[config.mk]
export PLATFORM = sky130hd
export DESIGN_NAME = ram_stream_reader
export DESIGN_NICKNAME = d
export VERILOG_FILES = /design/src/rtl/ram_stream_pkg.sv /design/src/rtl/stream_fifo4.sv /design/src/rtl/ram_stream_reader.sv
export SDC_FILE = /design/constraint.sdc
export NUM_CORES = 1
export LEC_CHECK = 0
export ABC_AREA = 1
export CORE_MARGIN = 1
export CORE_UTILIZATION = 50
export DETAILED_ROUTE_END_ITERATION = 8
export GPL_ROUTABILITY_DRIVEN = 0
export GPL_TIMING_DRIVEN = 0
export MAX_ROUTING_LAYER = met4
export PLACE_DENSITY = 0.75
export SLEW_MARGIN = 20
export SYNTH_ARGS = -nofsm -noshare
export SYNTH_HDL_FRONTEND = slang
export SYNTH_HIERARCHICAL = 1
export SYNTH_SLANG_ARGS = --single-unit
[constraint.sdc]
create_clock -name clk -period 2.11 [get_ports clk]
set_input_delay 0.422 -clock clk [delete_from_list [all_inputs] [get_ports clk]]
set_output_delay 0.422 -clock clk [all_outputs]
set_load 0.02 [all_outputs]
[src/rtl/ram_stream_pkg.sv]
// ram_stream_pkg: shared constants and state encoding for the RAM stream reader
package ram_stream_pkg;
  typedef enum logic [1:0] {ST_IDLE, ST_ISSUE, ST_DRAIN} state_t;
  localparam int FIFO_DEPTH = 4;
  localparam int RD_LAT = 2;
endpackage

[src/rtl/stream_fifo4.sv]
// stream_fifo4: 4-entry synchronous FIFO holding {last, data} beats for the output stream
// Ports: clk, resetn (async, active-low), push/din write side, pop read side,
//        flush empties the FIFO, dout/valid expose the head, count is the occupancy.
module stream_fifo4 import ram_stream_pkg::*; #(
  parameter int W = 9
) (
  input  logic         clk,
  input  logic         resetn,
  input  logic         push,
  input  logic         pop,
  input  logic         flush,
  input  logic [W-1:0] din,
  output logic [W-1:0] dout,
  output logic         valid,
  output logic [2:0]   count
);
  logic [W-1:0] mem [FIFO_DEPTH];
  logic [1:0] wp, rp;
  always_ff @(posedge clk or negedge resetn)
    if (!resetn) begin
      wp <= '0;
      rp <= '0;
      count <= '0;
    end else if (flush) begin
      wp <= '0;
      rp <= '0;
      count <= '0;
    end else begin
      wp <= push ? wp + 2'd1 : wp;
      rp <= pop ? rp + 2'd1 : rp;
      count <= count + 3'(push) - 3'(pop);
    end
  always_ff @(posedge clk)
    if (push && !flush) mem[wp] <= din;
  // head is forced to zero while empty so the stream outputs read as cleared
  assign valid = count != '0;
  assign dout = valid ? mem[rp] : '0;
  push_when_full: assert property (@(posedge clk) disable iff (!resetn) !(push && count == 3'(FIFO_DEPTH)));
endmodule

[src/rtl/ram_stream_reader.sv]
// ram_stream_reader: walks an address range on a RAM read port and streams the data out
// Ports: clk, resetn (async, active-low); start/base_addr/length request a transfer,
//        abort cancels it; busy/done report status; raddr/rdata drive the RAM read port
//        (one-cycle registered latency); m_data/m_valid/m_last/m_ready form the output stream.
module ram_stream_reader import ram_stream_pkg::*; #(
  parameter int ADDR_WIDTH = 9,
  parameter int DATA_WIDTH = 8,
  parameter int LEN_WIDTH  = 10
) (
  input  logic                  clk,
  input  logic                  resetn,
  input  logic                  start,
  input  logic [ADDR_WIDTH-1:0] base_addr,
  input  logic [LEN_WIDTH-1:0]  length,
  input  logic                  abort,
  output logic                  busy,
  output logic                  done,
  output logic [ADDR_WIDTH-1:0] raddr,
  output logic [DATA_WIDTH-1:0] m_data,
  output logic                  m_valid,
  output logic                  m_last,
  input  logic                  m_ready,
  input  logic [DATA_WIDTH-1:0] rdata
);
  state_t state, state_nxt;
  logic [LEN_WIDTH-1:0] len_r, icnt;
  logic [$clog2(RD_LAT+1)-1:0] inflight;
  logic [2:0] fifo_count;
  logic [3:0] occ;
  logic [DATA_WIDTH:0] head;
  logic iss, cap, cap_keep, iss_last, cap_last, zdone;
  logic accept, kill, hs, iss_nxt, push;
  // iss: raddr holds a live read this cycle; cap: rdata holds that read's data this cycle
  assign inflight = 2'(iss) + 2'(cap);
  assign occ = 4'(fifo_count) + 4'(inflight);
  assign accept = state == ST_IDLE && start && inflight == '0;
  assign kill = state != ST_IDLE && abort;
  assign hs = m_valid && m_ready;
  // occupancy check uses pre-pop counts so every committed read always has a FIFO slot
  assign iss_nxt = accept ? length != '0
                 : state == ST_ISSUE && !kill && icnt != len_r && occ < 4'(FIFO_DEPTH);
  assign push = cap && cap_keep && !kill;
  always_ff @(posedge clk or negedge resetn)
    if (!resetn) state <= ST_IDLE;
    else state <= state_nxt;
  always_comb begin
    state_nxt = state;
    case (state)
      ST_IDLE:  state_nxt = accept && length != '0 ? ST_ISSUE : ST_IDLE;
      ST_ISSUE: state_nxt = kill ? ST_IDLE : iss && icnt == len_r ? ST_DRAIN : ST_ISSUE;
      ST_DRAIN: state_nxt = kill || (hs && m_last) ? ST_IDLE : ST_DRAIN;
      default:  state_nxt = ST_IDLE;
    endcase
  end
  always_comb begin
    busy = state != ST_IDLE;
    done = zdone || kill || (state == ST_DRAIN && hs && m_last);
  end
  always_ff @(posedge clk or negedge resetn)
    if (!resetn) begin
      raddr <= '0;
      len_r <= '0;
      icnt <= '0;
      iss <= 1'b0;
      cap <= 1'b0;
      cap_keep <= 1'b0;
      iss_last <= 1'b0;
      cap_last <= 1'b0;
      zdone <= 1'b0;
    end else begin
      zdone <= accept && length == '0;
      len_r <= accept ? length : len_r;
      icnt <= accept ? LEN_WIDTH'(1) : iss_nxt ? icnt + 1'b1 : icnt;
      raddr <= accept ? base_addr : iss ? raddr + 1'b1 : raddr;
      iss <= iss_nxt;
      iss_last <= iss_nxt && (accept ? length == LEN_WIDTH'(1) : icnt + 1'b1 == len_r);
      cap <= iss;
      cap_last <= iss_last;
      // reads still in flight at an abort come back but are dropped
      cap_keep <= iss && !kill;
    end
  stream_fifo4 #(.W(DATA_WIDTH + 1)) u_fifo (
    .clk(clk),
    .resetn(resetn),
    .push(push),
    .pop(hs),
    .flush(kill),
    .din({cap_last, rdata}),
    .dout(head),
    .valid(m_valid),
    .count(fifo_count)
  );
  assign m_last = head[DATA_WIDTH];
  assign m_data = head[DATA_WIDTH-1:0];
endmodule

==> impl_metrics.py <==
metrics = {
    "floorplanning": {
        "die_area_mm2": 0.008804,
        "num_io_pins": 53,
        "fp.dieH_um": 93.83,
        "row_count": 33,
        "core_area_mm2": 0.008175,
        "die_w_um": 93.83,
        "start_util_pct": 51.58,
    },
    "cells_and_area": {
        "nFillCells": 618,
        "nets": 629,
        "antenna_cells": 0,
        "area_growth_pct": 28.66,
        "multiInputGateArea_mm2": 0.001707,
        "drive_above_1_share_pct": 20.00,
        "register_area_mm2": 0.002183,
        "final_area_mm2": 0.005425,
    },
    "power": {
        "powerDensity_mw_per_mm2": 1280,
        "finalPower_mw": 6.947,
        "ir_drop_v": 0.0008168,
        "total_leakage_power_nw": 2.530,
    },
    "cts": {
        "clock_path_buffers": 2,
        "clk_pin_slew_ns": 0.09,
        "cts_tree": "done",
        "cts_buffers": 9,
        "root_buffer": "clkbuf_8",
        "clock-sinks": 80,
        "htreeDepth": 3,
        "clock_latency_ns": 0.36,
    },
    "synth": {
        "syn_avg_cell_area_um2": 8.588,
        "ys_seq_area_share_pct": 51.75,
        "yosysWarnings": 6,
        "synthesis.nets": 535,
        "ys_seq_elements": 80,
        "ys_types": 42,
        "synth_top_area_cell": "dfrtp_1",
        "synthTopCellsByArea": "dfrtp_1, edfxtp_1, nand2_1",
        "syn_inst": 491,
        "yosysTopAreaCellShare_pct": 26.11,
        "syn_area_mm2": 0.004217,
    },
    "timing": {
        "layout_min_cycle_time_ns": 2.081,
        "finalSetupViolations": 0,
        "post-route-period-util_pct": 98.61,
        "clock_skew_ns": 0.009726,
        "maxSlewHeadroom_pct": 67.57,
        "hold_viol": 0,
        "rsz0062_at_grt": "true",
        "max_freq_ghz": 0.4806,
        "max_slew.worst_pin.slew_ns": 0.4864,
        "finalMaxSlewViolations": 0,
    },
    "run": {
        "maxCapViolations": 0,
    },
    "routing": {
        "via_count": 3494,
        "wl_per_cell_um": 13.75,
        "drtAntennaViolNets": 0,
        "routed_via_density": 5.027,
        "first_pass_iters": 6,
        "drc": 0,
        "drt_first_iter_violations": 161,
        "drt_wl_total_um": 9558,
    },
    "setup_path": {
        "crit_fanout": 5,
        "crit_top_cell": "buf_6",
        "critPathSlowestCell": "dfrtp_1",
        "crit_required_ns": 1.69,
        "start_kind": "flip-flop",
        "arrival_ns": 1.66,
        "critical_path.max_stage_delay_ns": 0.38,
        "crit_type": "flip-flop to output pin",
        "crit_path_cell_trace": "buf_6, inv_2, buf_6, buf_4, nand3_1, a21oi_1, clkdlybuf4s15_2",
        "worstSetupEndpointType": "output pin",
    },
    "global_route": {
        "grt_max_degree": 26,
        "grt_pass1_wl_um": 14770,
        "grt_overflow_total": 0,
        "grt_pass1_vias": 3217,
        "grt_usage_pct": 22.70,
        "antenna_found_initial": 0,
    },
    "outcome": {
        "outcome": "complete, no violations",
    },
    "min_path": {
        "hold_class": "input pin to async pin",
    },
    "placed_design": {
        "dpl_cell_area_mm2": 0.004888,
        "portBuffers": 52,
        "hpwl_um": 6373,
    },
}
cell usage in the layout, fill, tap and decap left out, types with 5 or more instances in the layout:
master	count
clkbuf_8	9
dfrtp_1	43
nor2_2	5
clkdlybuf4s50_1	41
nand2_2	6
nand2_1	129
nand3_1	36
o21ai_0	19
inv_1	78
edfxtp_1	36
a21oi_1	16
buf_2	12
xor2_1	6
buf_4	29
ha_1	11
nor2_1	34
nor2_4	5
inv_2	9
critical path, delay by kind of cell (launching register included):
family	cells	cell delay, ns
AOI/OAI and AO/OA	1	0.14
buffers and inverters	5	0.71
and+or+nand+nor	1	0.08
DFF	1	0.38
per-stage QoR:
step	util, %	setup slack, ns	cells	setup TNS [ns]	hold slack, ns
3_5_place_dp	59.79	-0.4928	649	-18.38	0.3463
6_report	66.36	0.02939	695	0	0.01025
4_1_cts	62.86	-0.08878	670	-2.243	0.02379
3_3_place_gp	59.61	-0.6177	648	-42.83	0.3349
2_1_floorplan	-	-0.01531	491	-0.01531	0.1264
5_1_grt	66.36	-0.03200	695	-0.06535	0.04115
sequential cells by signal (all words and copies together), names as in the netlist, 2 cells and up:
signal	cells
icnt	10
len_r	10
raddr	9
state	2
u_fifo/count	3
u_fifo/mem	36
u_fifo/rp	2
u_fifo/wp	2
synthesized netlist by cell type, drive strengths merged:
master,number
a211oi,3
nand4,3
o31ai,1
or2,2
clkbuf,2
and3,1
a22oi,1
nand2,137
o22ai,4
o311ai,1
edfxtp,36
xor2,7
nor3,3
dfrtp,44
buf,9
o211ai,3
fa,1
nor4,2
xnor2,3
a31oi,2
inv,89
o21ai,25
nor2,44
a21oi,18
ha,11
nand3,39
layout make-up:
cell class / instances / area share (%)
sequential: 80 / 40.24
multi-input combinational: 311 / 31.46
timing repair buffer: 83 / 13.72
inverter: 89 / 6.250
tap: 105 / 2.422
clock buffer: 9 / 2.283
buffer: 11 / 2.168
clock inverter: 7 / 1.453
metal layers:
metal | global-route usage, % | share of wire [%] | vias up
met4 | 7.949 | 1.6 | 0
met5 | - | 0 | -
met1 | 26.71 | 43 | 1644
met2 | 39.54 | 51 | 84
met3 | 3.479 | 3.9 | 15
li1 | - | - | 1751
power breakdown:
group          switching, mW  internal (mW)
logic                   2.03           1.51
registers              0.284           1.96
clock network          0.602          0.556
total                   2.92           4.03
worst paths after layout:
check	start	to	slack, ns	cells after the start
worst max-delay path	u_fifo/rp[1]	m_data[5]	0.03	7
worst min-delay path	resetn	u_fifo/count[1]	0.01	1
worst max register to register	u_fifo/count[2]	u_fifo/count[1]	0.09	12
worst min register to register	iss_last	cap_last	0.36	0
max in group asynchronous	resetn	icnt[6]	1.58	2
min in group clk	iss_last	cap_last	0.36	0
cell families after synthesis:
logic type | Yosys count | synth area share, %
DFF | 80 | 51.75
buffers and inverters | 100 | 9.881
and+or+nand+nor | 231 | 23.53
adders and majority gates | 12 | 3.739
xor gates and xnor gates | 10 | 2.434
AOI/OAI and AO/OA | 58 | 8.665
repair_timing:
item	in CTS	in global routing
pin swaps	2	11
buffers inserted	5	25
resized for setup	48	35
hold buffers	0	0
endpoints found under the setup margin	62	56
Power figures use the tool's default switching activity.
